## config.mk

```make
export PLATFORM = sky130hd
export DESIGN_NAME = fifo_drive_arbiter
export DESIGN_NICKNAME = d
export VERILOG_FILES = /design/src/rtl/fifo_drive_arbiter.sv
export SDC_FILE = /design/constraint.sdc
export NUM_CORES = 1
export LEC_CHECK = 0
export CORE_MARGIN = 4
export CORE_UTILIZATION = 42
export DETAILED_ROUTE_END_ITERATION = 7
export PLACE_DENSITY_LB_ADDON = 0.05
export SYNTH_ARGS = -nofsm -noshare
export SYNTH_HDL_FRONTEND = slang
export SYNTH_SLANG_ARGS = --single-unit
```

## constraint.sdc

```tcl
create_clock -name clk -period 1.35 [get_ports clk]
set_input_delay 0.2025 -clock clk [delete_from_list [all_inputs] [get_ports clk]]
set_output_delay 0.2025 -clock clk [all_outputs]
set_load 0.05 [all_outputs]
```

## src/rtl/fifo_drive_arbiter.sv

```systemverilog
// fifo_drive_arbiter: round-robin scheduler that shares the drive input of a
// single asynchronous click-based FIFO control stage among N_REQ clocked
// requesters. It launches one 2-phase token per grant, synchronizes the
// stage's free/driveNext toggles back into clk, and limits tokens in flight
// with a credit counter.
// Optional build macro: FIFO_DRV_WATCHDOG_EN adds a WAIT_FREE watchdog that
// sets the sticky o_err flag. Without the macro, o_err is tied to 0.

module fifo_drive_arbiter #(
  parameter int N_REQ       = 4,
  parameter int IDW         = 2,
  parameter int MAX_OUT     = 2,
  parameter int CW          = 2,
  parameter int SYNC_STAGES = 2,
  parameter int TO_CYC      = 255
) (
  input  logic             clk,
  input  logic             rst,
  input  logic [N_REQ-1:0] i_req,
  output logic [N_REQ-1:0] o_gnt,
  output logic [IDW-1:0]   o_gnt_id,
  output logic             o_drive,
  input  logic             i_free,
  input  logic             i_done,
  output logic             o_busy,
  output logic [CW-1:0]    o_credits,
  output logic             o_err
);

  typedef enum logic {
    S_IDLE      = 1'b0,
    S_WAIT_FREE = 1'b1
  } state_t;

  // ---------------------------------------------------------------------------
  // Async input synchronizers and toggle-to-pulse conversion
  // ---------------------------------------------------------------------------
  logic [SYNC_STAGES-1:0] free_sync_q;
  logic [SYNC_STAGES-1:0] done_sync_q;
  logic                   free_prev_q;
  logic                   done_prev_q;
  logic                   free_evt;
  logic                   done_evt;

  // Shift the raw toggles through the synchronizer chain and remember the last
  // synchronized phase so that every transition yields one single-cycle pulse.
  always_ff @(posedge clk) begin
    if (rst) begin
      free_sync_q <= '0;
      done_sync_q <= '0;
      free_prev_q <= 1'b0;
      done_prev_q <= 1'b0;
    end else begin
      free_sync_q <= {free_sync_q[SYNC_STAGES-2:0], i_free};
      done_sync_q <= {done_sync_q[SYNC_STAGES-2:0], i_done};
      free_prev_q <= free_sync_q[SYNC_STAGES-1];
      done_prev_q <= done_sync_q[SYNC_STAGES-1];
    end
  end

  assign free_evt = free_sync_q[SYNC_STAGES-1] ^ free_prev_q;
  assign done_evt = done_sync_q[SYNC_STAGES-1] ^ done_prev_q;

  // ---------------------------------------------------------------------------
  // Round-robin winner selection, searching upward from the pointer
  // ---------------------------------------------------------------------------
  logic [IDW-1:0]   ptr_q;
  logic [IDW-1:0]   cand_idx [N_REQ];
  logic [N_REQ-1:0] cand_req;
  logic [IDW-1:0]   win_idx;
  logic [IDW-1:0]   ptr_next;
  logic [N_REQ-1:0] win_onehot;
  logic             req_any;

  // Candidate gi is the requester gi positions after the pointer, modulo N_REQ.
  for (genvar gi = 0; gi < N_REQ; gi++) begin : g_cand
    localparam logic [IDW:0] OFFS   = (IDW+1)'(gi);
    localparam logic [IDW:0] NREQ_W = (IDW+1)'(N_REQ);
    logic [IDW:0] sum;
    assign sum           = {1'b0, ptr_q} + OFFS;
    assign cand_idx[gi]  = (sum >= NREQ_W) ? IDW'(sum - NREQ_W) : sum[IDW-1:0];
    assign cand_req[gi]  = i_req[cand_idx[gi]];
  end

  // The nearest requesting candidate to the pointer wins (lowest offset).
  always_comb begin
    win_idx = '0;
    for (int k = N_REQ - 1; k >= 0; k--) begin
      if (cand_req[k]) begin
        win_idx = cand_idx[k];
      end
    end
  end

  for (genvar gi = 0; gi < N_REQ; gi++) begin : g_onehot
    assign win_onehot[gi] = (win_idx == IDW'(gi));
  end

  assign req_any  = |i_req;
  assign ptr_next = (win_idx == IDW'(N_REQ - 1)) ? '0 : win_idx + 1'b1;

  // ---------------------------------------------------------------------------
  // Launch decision and credit accounting
  // ---------------------------------------------------------------------------
  state_t        state_q;
  logic [CW-1:0] credits_q;
  logic [CW-1:0] credits_d;
  logic          launch;
  logic          wd_expire;
  logic          wd_err;

  assign launch = (state_q == S_IDLE) && req_any &&
                  (credits_q < CW'(MAX_OUT)) && !wd_err;

  // A completion with nothing in flight is ignored, so it can never cancel a
  // launch or make the counter wrap below zero.
  always_comb begin
    credits_d = credits_q;
    if (launch && !(done_evt && (credits_q != '0))) begin
      credits_d = credits_q + 1'b1;
    end else if (!launch && done_evt && (credits_q != '0)) begin
      credits_d = credits_q - 1'b1;
    end
  end

  // Credit counter register.
  always_ff @(posedge clk) begin
    if (rst) begin
      credits_q <= '0;
    end else begin
      credits_q <= credits_d;
    end
  end

  // ---------------------------------------------------------------------------
  // Control FSM with registered grant, index, drive and busy outputs
  // ---------------------------------------------------------------------------
  logic [N_REQ-1:0] gnt_q;
  logic [IDW-1:0]   gnt_id_q;
  logic             drive_q;
  logic             busy_q;

  // IDLE launches one token per grant; WAIT_FREE holds off further grants until
  // the stage reports free (or the watchdog gives up on it).
  always_ff @(posedge clk) begin
    if (rst) begin
      state_q  <= S_IDLE;
      gnt_q    <= '0;
      gnt_id_q <= '0;
      drive_q  <= 1'b0;
      busy_q   <= 1'b0;
      ptr_q    <= '0;
    end else begin
      gnt_q <= '0;
      case (state_q)
        S_IDLE: begin
          // A free toggle seen here is spurious and deliberately ignored.
          if (launch) begin
            gnt_q    <= win_onehot;
            gnt_id_q <= win_idx;
            drive_q  <= ~drive_q;
            ptr_q    <= ptr_next;
            busy_q   <= 1'b1;
            state_q  <= S_WAIT_FREE;
          end
        end
        S_WAIT_FREE: begin
          if (free_evt || wd_expire) begin
            busy_q  <= 1'b0;
            state_q <= S_IDLE;
          end
        end
        default: begin
          busy_q  <= 1'b0;
          state_q <= S_IDLE;
        end
      endcase
    end
  end

  // ---------------------------------------------------------------------------
  // Optional WAIT_FREE watchdog
  // ---------------------------------------------------------------------------
`ifdef FIFO_DRV_WATCHDOG_EN
  localparam int WDW = $clog2(TO_CYC + 1);
  logic [WDW-1:0] wd_cnt_q;
  logic           err_q;

  // Fires on the TO_CYC-th WAIT_FREE cycle without a free event.
  assign wd_expire = (state_q == S_WAIT_FREE) && !free_evt &&
                     (wd_cnt_q == WDW'(TO_CYC - 1));

  // Count cycles spent in WAIT_FREE (zero on entry); the error is sticky.
  always_ff @(posedge clk) begin
    if (rst) begin
      wd_cnt_q <= '0;
      err_q    <= 1'b0;
    end else begin
      if (state_q != S_WAIT_FREE) begin
        wd_cnt_q <= '0;
      end else begin
        wd_cnt_q <= wd_cnt_q + 1'b1;
      end
      if (wd_expire) begin
        err_q <= 1'b1;
      end
    end
  end

  assign wd_err = err_q;
`else
  logic unused_to_cyc;
  assign unused_to_cyc = (TO_CYC == 0);
  assign wd_expire     = 1'b0;
  assign wd_err        = 1'b0;
`endif

  assign o_gnt     = gnt_q;
  assign o_gnt_id  = gnt_id_q;
  assign o_drive   = drive_q;
  assign o_busy    = busy_q;
  assign o_credits = credits_q;
  assign o_err     = wd_err;

endmodule

```

==> results.ini, run 1 <==
[outcome]
status=completed

[final_layout]
antenna_cells=0
layout.nets=125
final_common_cell=dfxtp_1
multi_input_area_sq_um=422.9
syn2layout_area_growth_pct=54.79
fill_cells=155
design_area_sq_um=1234
drive_gt1_frac=0.3571
layout_common_cells=16 x dfxtp_1, 10 x buf_12, 10 x buf_4
sequential_cell_area_sq_um=389.1

[pwr]
switching_power_w=0.0006049
p_per_area_nw_per_um2=1385
p_leak_nw=0.5251
pwr-share-clk=0.171
p_seq_frac=0.412
swShare=0.3539
ir_drop_mv=0.7206
pwr-share-comb=0.416
p_int_w=0.001104

[sta]
fin_crit_sh=0.9892
hold_violations=0
finalWorstSetupSlack_ns=0.01464
finalMaxSlewViolations=0
finClkSkew_ns=0.008103
finalSetupViolCount=0
fmax_mhz=748.9
rsz0062_at_grt=yes
fin_hold_ws_ns=0.4413
min_period_ns=1.335

[synth]
synthXorXnorAreaFrac=0.03297
yosysWarnings=0
syn_inst=84
avgSynthCellArea_sq_um=9.488
synth_mux_area_frac=0.01256
synthDistinctLibCells=28
synth_area_sq_um=797.0
synthAdderAreaFrac=0.06279
synth_nets=96
yosysSeqAreaShare=0.4772
synth-seq-cells=19
synth-simple-area-share=0.2057
synth_compound_area_frac=0.1476
synth_top_family_by_area=simple AND/OR/NAND/NOR gates

[critical_path]
worstPathMaxFanout=4
path_class=flip-flop to flip-flop
max_stage_delay_ns=0.37
critical_path_arrival_ns=1.53
worstPathCellList=nand2b_4 -> a21oi_2 -> o21bai_4 -> inv_2 -> ha_1 -> nand2_1 -> a21oi_1
startpoint_type=flip-flop
cp_data_required_time_ns=1.55
path_delay_family=flip-flops
crit_path_end_kind=flip-flop
worst-path-buf-inv=1
critical-path-slowest-cell=dfxtp_4

[detailed_routing]
antenna_left=0
drt_wl_total_microns=1626
dr.pass1.iters=2
vias=626
drc=0
drt_iter0_drc=3
wl_per_cell_microns=11.87
vias_per_cell=4.569

[min_path]
hp-class=input port to flip-flop

[place]
placed_cell_area_sq_um=1139
placement.io_buffers=17
pre_cts_ws_ns=-0.4391
dp_hpwl_microns=1120
gp_congestion=0.7434

[clock_tree]
clk_path_buf_depth=2
cts_tree=done
cts_hold_buf=0
htreeDepth=1
clock-sinks=19
numCtsBuffers=3
ctsRootBufferMaster=clkbuf_4
clock_latency_ns=0.30
clk_pin_slew_worst_paths_ns=0.11

[grt]
top_usage_layer=met2
grt_max_degree=14
track_usage=0.1385
overflow=0
grt_antenna_before_repair=0
grt_pass1_vias=615
use_met2=0.2246
grt_pass1_wl_microns=2725
met3_usage=0.02579
gr-usage-met1=0.1818

[floorplanning]
die_w_microns=51.56
design.die.area_sq_um=2658
rows=15
core_sq_um=1764
die_y_microns=51.56
initial_core_util=0.4518
ios=19

[run]
cap_violations=0

routing by layer:
layer  share of wire  vias to the layer above
met5               0                        -
met4          0.0092                        0
met3           0.032                        2
met2            0.47                       11
met1            0.49                      282
li1                -                      331
sequential cells by signal, summed over array words and instances (netlist names):
name,flops
o_credits,2
o_gnt_id,2
ptr_q,2
free_prev_q,1
o_busy,1
done_prev_q,1
o_drive,1
free_sync_q,2
state_q,1
o_gnt,4
done_sync_q,2
stage by stage:
step / power [W] / cells / util / setup TNS (ns)
finish: 0.001709 / 137 / 0.6993 / 0
global route: 0.001812 / 137 / 0.6993 / -0.1744
CTS: 0.001672 / 137 / 0.6787 / -0.05439
detailed placement: 0.001352 / 131 / 0.6454 / -4.315
global placement: 0.001343 / 131 / 0.6454 / -4.257
floorplan: 0.001041 / 84 / - / 0
synth_stat cells:
cell / number / area share
buf_4: 1 / 0.0094
nor2b_1: 7 / 0.055
nor2_4: 1 / 0.014
o22ai_1: 1 / 0.0079
nor2_1: 5 / 0.024
a211oi_1: 1 / 0.0094
and2_1: 5 / 0.039
o21ai_0: 3 / 0.019
mux2i_1: 1 / 0.013
or3_1: 1 / 0.0079
a211oi_2: 1 / 0.016
dfxtp_1: 19 / 0.48
a21oi_1: 9 / 0.057
o21bai_1: 1 / 0.0094
a21o_1: 1 / 0.0094
a22o_1: 1 / 0.011
o31ai_1: 1 / 0.0094
inv_1: 6 / 0.028
nor4_2: 1 / 0.016
nand2b_1: 2 / 0.016
nor3_1: 1 / 0.0063
clkbuf_1: 1 / 0.0047
conb_1: 1 / 0.0047
nand2_1: 4 / 0.019
ha_1: 4 / 0.063
nand3b_1: 1 / 0.0094
buf_6: 1 / 0.014
xnor2_1: 3 / 0.033
logic make-up (layout without fill, tap and decap cells):
logic type / after synthesis / in the layout
and+or+nand+nor: 28 / 28
AOI/OAI and AO/OA: 19 / 19
DFF: 19 / 19
buffers and inverters: 9 / 37
adders and majority gates: 4 / 4
xor gates and xnor gates: 3 / 3
other: 1 / 1
muxes: 1 / 1
cell type report:
| class | count | share of cell area |
|---|---|---|
| clock buffer | 3 | 0.01826 |
| clock inverter | 1 | 0.004057 |
| inverter | 6 | 0.01826 |
| multi-input combinational | 56 | 0.3428 |
| sequential | 19 | 0.3154 |
| tap | 25 | 0.02536 |
| timing repair buffer | 27 | 0.2759 |
final timing paths:
check | startpoint | slack [ns] | to | depth (start not counted)
setup / recovery | ptr_q[0] | 0.01 | ptr_q[1] | 7
hold / removal | i_free | 0.44 | free_sync_q[0] | 2
setup reg to reg | ptr_q[0] | 0.01 | ptr_q[1] | 7
hold reg to reg | free_sync_q[0] | 0.45 | free_sync_q[1] | 1
power groups by stage:
stage / registers (W) / logic [W] / clock network, W
floorplan: 0.000834 / 0.000207 / 0
global placement: 0.000707 / 0.000636 / 0
detailed placement: 0.000710 / 0.000642 / 0
CTS: 0.000700 / 0.000673 / 0.000299
global route: 0.000716 / 0.000760 / 0.000336
finish: 0.000705 / 0.000711 / 0.000293
repair_timing:
| action | 4_1_cts | 5_1_grt |
|---|---|---|
| gates resized for setup | 10 | 9 |
| setup buffers | 2 | 0 |
| setup endpoints to repair | 10 | 4 |
| pin swaps | 7 | 3 |
(Power assumes the default switching activity.)
==> inputs of run 2 (changes only) <==
- CORE_UTILIZATION: 42 -> 45
- CTS_CLUSTER_SIZE: default -> 8
- SLEW_MARGIN: default -> 20
- clock period: 1.35 -> 1.6 ns (I/O delays scaled with it)
==> run 2 against run 1 <==
Clock power fell by 20%. Sequential power fell by 19%. Largest power group is now registers. Clock skew fell by 0.0029 ns. Sequential share of layout area rose by 5.4 points. Critical endpoint is now o_gnt[0].
==> results.ini, run 2 (synthesis results as in run 1) <==
[clock_tree]
clock_latency_ns=0.29
htreeDepth=1
cts_setup_buffers=0
ctsRootBufferMaster=clkbuf_4
clk_pin_slew_worst_paths_ns=0.11
cts_tree=done
numCtsBuffers=3
clk_path_buf_depth=2
clock-sinks=19

[grt]
overflow=0
track_usage=0.1289
grt_pass1_vias=612
grt_max_degree=12
grt_antenna_before_repair=0
grt_pass1_wl_microns=2518

[outcome]
status=completed

[pwr]
p_leak_nw=0.4850
ir_drop_mv=0.6851
p_per_area_nw_per_um2=1202

[sta]
finClkSkew_ns=0.005216
rsz0062_at_grt=no
fmax_mhz=681.4
min_period_ns=1.467
hold_violations=0
fin_crit_sh=0.9172
finalSetupViolCount=0
finalMaxSlewViolations=0
finalWorstSetupSlack_ns=0.1325

[floorplanning]
core_sq_um=1594
ios=19
initial_core_util=0.5000
rows=14
die_w_microns=50.09
die_y_microns=50.09
design.die.area_sq_um=2509

[final_layout]
antenna_cells=0
fin_util=0.6460
drive_gt1_frac=0.2130
largest_reg_flops=4
fill_cells=139
layout_common_cells=19 x dfxtp_1, 16 x buf_4, 9 x a21oi_1
syn2layout_area_growth_pct=29.20
layout.nets=121
final_common_cell=dfxtp_1

[critical_path]
critPathMostFrequentCell=inv_1
path_class=input port to flip-flop
worst-path-buf-inv=3
worstPathMaxFanout=4
crit_path_end_kind=flip-flop
worstPathCellList=clkdlybuf4s50_1 -> inv_1 -> o22ai_1 -> a211oi_2 -> inv_1 -> ha_1 -> and2_1
cp_data_required_time_ns=1.79
critical-path-slowest-cell=clkdlybuf4s50_1
startpoint_type=input port
path_delay_family=buffers and inverters
max_stage_delay_ns=0.45
critical_path_arrival_ns=1.66

[detailed_routing]
drt_wl_total_microns=1411
drc=0
vias_per_cell=4.841
highest_layer=met4
dr.pass1.iters=5
wl_per_cell_microns=10.69
dr_wl_met2_microns=657
drt_iter0_drc=6
antenna_left=0
met1_length_microns=659
vias=639
wl_met3_microns=80

[place]
pre_cts_ws_ns=-0.2639
dp_hpwl_microns=1116
gp_congestion=0.7159
placement.io_buffers=17

[run]
cap_violations=0

[min_path]
hp-class=flip-flop to flip-flop

-- run 2: worst paths after layout --
check	slack, ns	endpoint	startpoint	depth (start not counted)
worst max-delay path	0.13	o_gnt[0]	i_req[2]	7
worst min-delay path	0.45	done_sync_q[1]	done_sync_q[0]	1
worst max register to register	0.17	ptr_q[1]	ptr_q[1]	7
worst min register to register	0.45	done_sync_q[1]	done_sync_q[0]	1
-- run 2: report_power, final --
part / total, W / leakage [nW] / internal (W) / switching, W
registers: 0.000572 / 0.157 / 0.000530 / 0.0000419
clock network: 0.000233 / 0.0177 / 0.0000928 / 0.000140
logic: 0.000433 / 0.311 / 0.000170 / 0.000263
total: 0.00124 / 0.485 / 0.000793 / 0.000445
-- run 2: repair_timing --
action	CTS	global route
gates resized for setup	0	3
hold buffers	0	0
setup endpoints to repair	0	4
-- run 2: cell type report --
| type | instances | area [sq um] | area share |
|---|---|---|---|
| Clock inverter | 1 | 5.005 | 0.004860 |
| Tap cell | 24 | 30.03 | 0.02916 |
| Multi-Input combinational cell | 56 | 371.6 | 0.3609 |
| Inverter | 6 | 22.52 | 0.02187 |
| Clock buffer | 3 | 22.52 | 0.02187 |
| Sequential cell | 19 | 380.4 | 0.3694 |
| Timing Repair Buffer | 23 | 197.7 | 0.1920 |
-- run 2: worst register-to-register path, cell delays in order, from the launching register on --
cell	delay [ns]
dfxtp_1	0.43
a21o_1	0.14
a21oi_1	0.06
o21bai_1	0.19
inv_1	0.10
ha_1	0.29
nand2_1	0.06
a21oi_1	0.05
-- run 2: stage by stage --
stage	hold slack, ns	instances	area, sq um	total power [W]	TNS (ns)
global placement	0.4179	128	994.7	0.001011	-1.583
detailed placement	0.4297	128	994.7	0.001019	-1.942
finish	0.4503	132	1030	0.001238	0
CTS	0.4558	132	1022	0.001256	0
global route	0.4714	132	1030	0.001321	0
floorplan	0.3116	84	797.0	0.0008766	0
-- run 2: per-layer routing --
metal / vias to the layer above / GRT usage
li1: 326 / -
met1: 294 / 0.1718
met2: 17 / 0.1870
met3: 2 / 0.04217
met4: 0 / 0.05530
met5: - / 0
==> inputs of run 3 (changes only) <==
- ABC_AREA: default -> 1
- SETUP_SLACK_MARGIN: default -> 0.02
==> run 3 against run 2 <==
The run now ends with setup timing left. Worst hold slack worse by 0.039 ns. Via count up 37%. Non-clock buffer count up 5. Global-route usage up 2.5 points. Core utilization up 5.7 points. Critical path type is now flip-flop to flip-flop.
==> results.ini, run 3 <==
[detailed_routing]
vias_per_cell=4.819
drt_iter0_drc=18
vias=877
wl_per_cell_microns=12.07
dr.pass1.iters=4
antenna_left=0
drc=0
drt_wl_total_microns=2197

[synth]
synthDistinctLibCells=24
synth-seq-cells=19
synth_nets=138
avgSynthCellArea_sq_um=7.388
yosys.area.top_type_share=0.4086
async_flop_share=0
yosysWarnings=0
synth_edf_count=0
yosysSeqAreaShare=0.4086
ys.flop_type=dfxtp_1
synth_area_sq_um=930.9
syn_inst=126
synth_top_area_cell=dfxtp_1
yosys-top-cells-count=23 x nand2_1, 19 x dfxtp_1, 16 x inv_1, 13 x nor2_1
synthMostInstantiatedCell=nand2_1
ys_top_cells_by_area=dfxtp_1 41%, nand2_1 9.3%, inv_1 6.5%

[final_layout]
syn2layout_area_growth_pct=48.12
final_common_cell=buf_4
layout.nets=168
antenna_cells=0
fin_cells=182
drive_gt1_frac=0.4516
layout_common_cells=19 x buf_4, 17 x dfxtp_1, 13 x inv_1, 13 x nand2_1, 13 x nor2_1
fin_util=0.7028
largest_reg_flops=4

[clock_tree]
clk_path_buf_depth=2
cts_tree=done
cts_setup_buffers=0
htreeDepth=1
clk_pin_slew_worst_paths_ns=0.11
clock-sinks=19
cts_hold_buf=0
numCtsBuffers=3
clock_latency_ns=0.29
ctsRootBufferMaster=clkbuf_4

[critical_path]
cp_data_required_time_ns=1.80
critical_path_arrival_ns=1.81
reg2reg_setup_slack_ns=-0.01
crit_path_end_kind=flip-flop
worstPathMaxFanout=5
startpoint_type=flip-flop
worstReg2RegStart=ptr_q[0]
path_class=flip-flop to flip-flop
critPathLaunch=ptr_q[0]

[outcome]
status=finished with violations
violations=setup timing

[sta]
min_period_ns=1.613
finClkSkew_ns=0.009883
fmax_mhz=620.0
fin_crit_sh=1.008
finalSetupViolCount=4
finalWorstSetupSlack_ns=-0.01278
rsz0062_at_grt=yes
finalMaxSlewViolations=0
hold_violations=0

[min_path]
hp-class=flip-flop to flip-flop
hold_path.startpoint=free_sync_q[0]

[pwr]
ir_drop_mv=0.9760
power.total_w=0.002666
p_leak_nw=0.6363
p_per_area_nw_per_um2=1934

[floorplanning]
core_sq_um=1962
ios=19
die_y_microns=53.48
initial_core_util=0.4745
design.die.area_sq_um=2860
rows=16
die_w_microns=53.48

[place]
gp_congestion=0.8165
dp_hpwl_microns=1475
placement.io_buffers=17
pre_cts_ws_ns=-0.3340
dp_cells=177

[run]
cap_violations=0

[grt]
grt_pass1_wl_microns=3194
grt_antenna_before_repair=0
overflow=0
grt_pass1_vias=796
track_usage=0.1538
grt_max_degree=12

## run 3: cell count changes after synthesis, sizes merged, moves of 5 or more
cell | previous run | this run
o21ai | 3 | 9
nor2b | 7 | 0
nand3 | 0 | 11
nand2 | 4 | 28
nor2 | 6 | 13
inv | 6 | 23
and2 | 5 | 0
## run 3: stage by stage
stage | setup TNS, ns | cell area [sq um] | hold slack [ns]
2_1_floorplan | 0 | 947.2 | 0.3470
3_3_place_gp | -1.463 | 1191 | 0.3957
3_5_place_dp | -1.793 | 1191 | 0.3982
4_1_cts | -0.02405 | 1220 | 0.4142
5_1_grt | -0.3085 | 1379 | 0.4375
6_report | -0.03392 | 1379 | 0.4117
## run 3: final timing paths
check,end,cells after the start
worst min register to register,free_sync_q[1],2
worst min-delay path,free_sync_q[1],2
worst max register to register,o_gnt[2],11
worst max-delay path,o_gnt[2],11
## run 3: timing repair
item,in CTS,in global routing
cloned,0,1
endpoints found under the setup margin,2,4
pin swaps,0,3
gates resized for setup,1,34
## run 3: per-layer routing
metal	part of all wire	global-route usage
met4	0.0055	0.03830
met1	0.39	0.1803
met2	0.56	0.2776
met5	0	0
met3	0.048	0.03380
## run 3: area by class of cell
class	instances	area [sq um]
tap	27	33.78
inverter	23	96.34
clock buffer	3	22.52
clock inverter	1	5.005
sequential	19	387.9
fill	175	583.1
multi-input combinational	81	575.6
timing repair buffer	28	257.7
## run 3: logic make-up after synthesis
logic type / share of synthesized area
compound gates: 0.1223
xor+xnor: 0.009410
fa+ha+maj: 0.05377
buf+inv: 0.1223
flops: 0.4086
other cells: 0.004028
simple gates: 0.2796
## run 3: critical path, stage by stage (launching register included)
cell and delay (ns):
dfxtp_4 0.38, clkbuf_16 0.16, o21ai_4 0.16, nand2_2 0.09, nand3_2 0.11, nand2_2 0.07
nand2_2 0.07, nand2_4 0.05, buf_4 0.15, ha_1 0.19, inv_1 0.05, nor2_1 0.04
## run 3: report_power, final
group / switching (W) / internal (W) / leakage (nW)
Clock: 0.000139 / 0.0000928 / 0.0177
Combinational: 0.000993 / 0.000763 / 0.460
Sequential: 0.0000963 / 0.000582 / 0.158
Total: 0.00123 / 0.00144 / 0.636
